File: config.mk
export PLATFORM = sky130hd
export DESIGN_NAME = game_ctrl
export DESIGN_NICKNAME = d
export VERILOG_FILES = /design/src/rtl/game_ctrl.sv
export SDC_FILE = /design/constraint.sdc
export NUM_CORES = 1
export LEC_CHECK = 0
export CELL_PAD_IN_SITES_DETAIL_PLACEMENT = 1
export CELL_PAD_IN_SITES_GLOBAL_PLACEMENT = 2
export CORE_MARGIN = 2
export CORE_UTILIZATION = 35
export DETAILED_ROUTE_END_ITERATION = 8
export DONT_BUFFER_PORTS = 1
export GPL_ROUTABILITY_DRIVEN = 0
export GPL_TIMING_DRIVEN = 1
export PLACE_DENSITY = 0.83
export SLEW_MARGIN = 20
export SYNTH_ARGS = -nofsm -noshare
export SYNTH_HDL_FRONTEND = slang
export SYNTH_SLANG_ARGS = --single-unit
File: constraint.sdc
create_clock -name clk -period 2.36 [get_ports clk]
set_input_delay 0.354 -clock clk [delete_from_list [all_inputs] [get_ports clk]]
set_output_delay 0.354 -clock clk [all_outputs]
set_load 0.01 [all_outputs]
File: src/rtl/game_ctrl.sv
// Stacking-game sequencer: idle/countdown/play/pause/over flow with restart pulse.
// Optional best-score register enabled by GAME_CTRL_HISCORE_EN.
module game_ctrl #(
    parameter int COUNTDOWN_S = 3,
    parameter int OVER_HOLD_S = 5,
    parameter int SCORE_W     = 7
) (
    input  logic               clk,
    input  logic               rst,
    input  logic               start_btn,
    input  logic               pause_btn,
    input  logic               sec_tick,
    input  logic               time_up,
    input  logic [SCORE_W-1:0] score,
    output logic               game_rst,
    output logic               run,
    output logic [2:0]         state,
    output logic [3:0]         countdown,
    output logic [SCORE_W-1:0] hi_score
);

    localparam logic [2:0] S_IDLE  = 3'd0;
    localparam logic [2:0] S_COUNT = 3'd1;
    localparam logic [2:0] S_PLAY  = 3'd2;
    localparam logic [2:0] S_PAUSE = 3'd3;
    localparam logic [2:0] S_OVER  = 3'd4;

    localparam logic [3:0] CD_LOAD   = 4'(COUNTDOWN_S);
    localparam logic [3:0] OVER_LOAD = 4'(OVER_HOLD_S);

    logic       start_q, pause_q;
    logic [2:0] state_q, state_d;
    logic [3:0] cnt_q, cnt_d;
    logic       grst_q, grst_d;
    logic       run_q, run_d;
    logic [3:0] cd_q, cd_d;
    logic       start_rise, pause_rise;

    assign start_rise = start_btn & ~start_q;
    assign pause_rise = pause_btn & ~pause_q;

    always_comb begin
        state_d = state_q;
        cnt_d   = cnt_q;
        grst_d  = 1'b0;
        // A start press restarts the countdown from any state
        if (start_rise) begin
            state_d = S_COUNT;
            cnt_d   = CD_LOAD;
            grst_d  = 1'b1;
        end else begin
            case (state_q)
                S_IDLE: ;
                S_COUNT: begin
                    if (sec_tick) begin
                        if (cnt_q == 4'd1) state_d = S_PLAY;
                        else               cnt_d   = cnt_q - 4'd1;
                    end
                end
                S_PLAY: begin
                    if (time_up) begin
                        state_d = S_OVER;
                        cnt_d   = OVER_LOAD;
                    end else if (pause_rise) begin
                        state_d = S_PAUSE;
                    end
                end
                S_PAUSE: begin
                    if (pause_rise) state_d = S_PLAY;
                end
                S_OVER: begin
                    if (sec_tick) begin
                        if (cnt_q == 4'd1) state_d = S_IDLE;
                        else               cnt_d   = cnt_q - 4'd1;
                    end
                end
                default: state_d = S_IDLE;
            endcase
        end
        run_d = (state_d == S_PLAY);
        cd_d  = (state_d == S_COUNT) ? cnt_d : 4'd0;
    end

    always_ff @(posedge clk) begin
        if (rst) begin
            start_q <= 1'b1;
            pause_q <= 1'b1;
            state_q <= S_IDLE;
            cnt_q   <= 4'd0;
            grst_q  <= 1'b0;
            run_q   <= 1'b0;
            cd_q    <= 4'd0;
        end else begin
            start_q <= start_btn;
            pause_q <= pause_btn;
            state_q <= state_d;
            cnt_q   <= cnt_d;
            grst_q  <= grst_d;
            run_q   <= run_d;
            cd_q    <= cd_d;
        end
    end

    assign game_rst  = grst_q;
    assign run       = run_q;
    assign state     = state_q;
    assign countdown = cd_q;

`ifdef GAME_CTRL_HISCORE_EN
    logic [SCORE_W-1:0] hi_q;

    always_ff @(posedge clk) begin
        if (rst) begin
            hi_q <= '0;
        end else if (state_q == S_PLAY && state_d == S_OVER && score > hi_q) begin
            hi_q <= score;
        end
    end

    assign hi_score = hi_q;
`else
    logic unused_score;
    assign unused_score = ^score;
    assign hi_score     = '0;
`endif

endmodule

==> impl_metrics.yaml <==
synth:
  yosys_warnings: 0
  ys.flop_type: "dfxtp_1"
  synth.distinct_cells: 34
  synth_edf_count: 0
  netlist_area_um2: 768
  syn_inst: 87
  postSynth.asyncResetShare_pct: 0
  seq_area_frac_synth_pct: 39.1
  ys_ff_latch: 15
  avgSynthCellArea_um2: 8.83
grt:
  antenna_found_initial: 0
  grtUsageTotal_pct: 14.7
  grt_pass1_vias: 567
  grt-ovfl-total: 0
  grt_pass1_wl_um: 2780
  grt_max_degree: 13
pwr:
  p_leak_uw: 0.000271
  seqPwrFrac_pct: 58.0
  power_density_nw_per_um2: 607
  p_switching_uw: 119
  total_power_uw: 470
  ir_worst_vdd_mv: 0.276
  internal_power_uw: 351
  clockPowerShare_pct: 31.1
  comb_power_share_pct: 11.0
  swShare_pct: 25.3
worst_setup_path:
  reg2reg_depth: 5
  regToRegEndpoint: "run"
  path_cells: "ha_1, nor4bb_2, a22oi_1, or3_1, nor4_1"
  worstReg2RegStart: "cnt_q[0]"
  cp_max_fo: 4
  cpPeakStageDelay_ns: 0.43
  r2r_slack_ns: 0.49
  crit_type: "flip-flop to flip-flop"
  endpoint_kind: "flip-flop"
  crit_arrival_ns: 2.06
  crit_slowest_cell: "nor4bb_2"
  crit_path_start_kind: "flip-flop"
  required_ns: 2.55
placement:
  hpwl_um: 1210
  port_buffers: 0
clocking:
  cts_tree: "done"
  numClockSinks: 15
  cts_buffers: 3
  clockBufferDepth: 2
  clk_pin_slew_ns: 0.09
  holdBufCountCts: 0
  cts.htree.levels: 1
  cts-root-buf: "clkbuf_4"
  clk_latency_ns: 0.29
  post_cts_buffers: 0
  ctsResizeCount: 0
sta:
  tns_ns: 0
  rsz0062_at_grt: "no"
  tightest_slew_ns: 0.561
  fmax_ghz: 0.534
  min_period_over_period_pct: 79.4
  slew_headroom_pct: 62.5
  setup_viol: 0
  slew_viol_final: 0
  finClkSkew_ns: 0.00589
  layout_min_cycle_time_ns: 1.87
  hold_viol_final: 0
floorplan:
  ios: 29
  rows: 16
  initial_utilization_pct: 38.0
  dieArea_um2: 2590
  die_h_um: 50.9
  die_w_um: 50.9
  core_um2: 2020
drt:
  via_count: 596
  drtAntennaViolNets: 0
  drc_errors: 0
  drt-pass1-iter-count: 4
  routedWlPerCell_um: 14.7
  drt_iter0_drc: 4
  viasPerCell: 5.27
  totalWireLength_um: 1660
layout:
  antenna-diode-count: 0
  layout-drive-gt1-share_pct: 10.5
  n_fill_cell: 266
  regArea_um2: 300
  syn2layout_area_growth_pct: 0.814
  nets: 102
  multi_input_area_um2: 407
worst_hold_path:
  hold_depth: 1
  hold_path_class: "primary input to flip-flop"
  min_from: "rst"
  min_to: "state[0]"
status:
  status: "finished clean"
run:
  maxCapViolCount: 0
## registers in the layout, indices dropped and copies added (netlist names)
name       flops
pause_q        1
start_q        1
countdown      4
cnt_q          4
state          3
run            1
game_rst       1
## power by group through the flow
stage	Sequential, uW	Clock [uW]	Combinational [uW]
floorplan	274	0	56.7
global placement	278	0	49.5
detailed placement	278	0	51.7
CTS	272	151	52.0
global route	274	166	58.9
finish	272	146	51.5
## placed cells by master (no fill, tap or decap)
cell type | synthesis | layout
a2111oi_0 | 1 | 1
a21oi_1 | 2 | 2
a22o_1 | 1 | 1
a22oi_1 | 1 | 1
a311o_1 | 1 | 1
a31o_2 | 1 | 1
a31oi_1 | 4 | 4
and3_1 | 1 | 1
and3_2 | 1 | 1
clkbuf_1 | 1 | 1
clkbuf_4 | 0 | 3
conb_1 | 1 | 7
dfxtp_1 | 15 | 15
ha_1 | 2 | 2
inv_1 | 2 | 2
mux2_2 | 1 | 1
nand2_1 | 4 | 4
nand2b_1 | 2 | 2
nand3_1 | 2 | 2
nand3b_1 | 5 | 5
nand4b_1 | 1 | 1
nand4bb_1 | 1 | 1
nor2_1 | 11 | 11
nor2b_1 | 4 | 4
nor3_1 | 2 | 2
nor4_1 | 1 | 1
nor4b_1 | 1 | 1
nor4bb_2 | 1 | 1
o21ai_0 | 1 | 1
or2_2 | 2 | 2
or3_1 | 1 | 1
or4_1 | 1 | 1
xnor2_1 | 2 | 2
## layout make-up
type,count,area share [%]
Tap cell,27,4.36
Clock buffer,4,3.39
Inverter,2,0.969
Sequential cell,15,38.8
Multi-Input combinational cell,65,52.5
## synth_stat cells (all sizes together), types with 2 or more instances
cell type | number | area share (%)
dfxtp | 15 | 39
nor2 | 11 | 5.4
buf | 9 | 8.8
nand3b | 5 | 4.9
a31oi | 4 | 3.3
nand2 | 4 | 2.0
nor2b | 4 | 3.3
a21oi | 2 | 1.3
and3 | 2 | 1.8
clkbuf | 2 | 1.1
ha | 2 | 3.3
inv | 2 | 0.98
nand2b | 2 | 1.6
nand3 | 2 | 1.3
nor3 | 2 | 1.3
or2 | 2 | 1.6
xnor2 | 2 | 2.3
## through the flow
step,area [um^2],instances,util [%],setup WS (ns),hold WS (ns)
after floorplan,791,93,-,0.759,0.444
after global placement,748,109,37.0,0.522,0.426
after detailed placement,748,109,37.0,0.536,0.431
after CTS,774,113,38.3,0.520,0.123
after global routing,774,113,38.3,0.344,0.107
final,774,113,38.3,0.487,0.124
## critical path: cells and delay by family, from the launching register on
family	cells	cell delay [ns]
flip-flops	1	0.41
AO/OA/AOI/OAI	1	0.10
adder cells (fa/ha/maj)	1	0.22
AND/OR/NAND/NOR	3	1.05
## kinds of logic after synthesis
family                   Yosys count  synth area share, %
AO/OA/AOI/OAI                     12                 10.9
adder cells (fa/ha/maj)            2                 3.26
XOR/XNOR                           2                 2.28
other                              1                0.488
AND/OR/NAND/NOR                   41                 31.6
multiplexers                       1                 1.47
buffers and inverters             13                 10.9
flip-flops                        15                 39.1
## worst max-delay path by stage
stage                   from      endpoint  slack (ns)  depth (start not counted)
CTS                 cnt_q[0]           run        0.52                          5
floorplan           cnt_q[1]      cnt_q[2]        0.76                          6
detailed placement  cnt_q[0]           run        0.54                          5
global route        cnt_q[0]           run        0.34                          5
finish              cnt_q[0]           run        0.49                          5
global placement    cnt_q[0]  countdown[3]        0.52                          6
## routing by layer
layer	wire (um)	track usage, %	vias up
met5	0	0	-
met4	12	4.05	0
met3	100	6.14	3
met2	808	24.1	17
met1	736	17.7	288
li1	-	-	288
(Power assumes the default switching activity.)
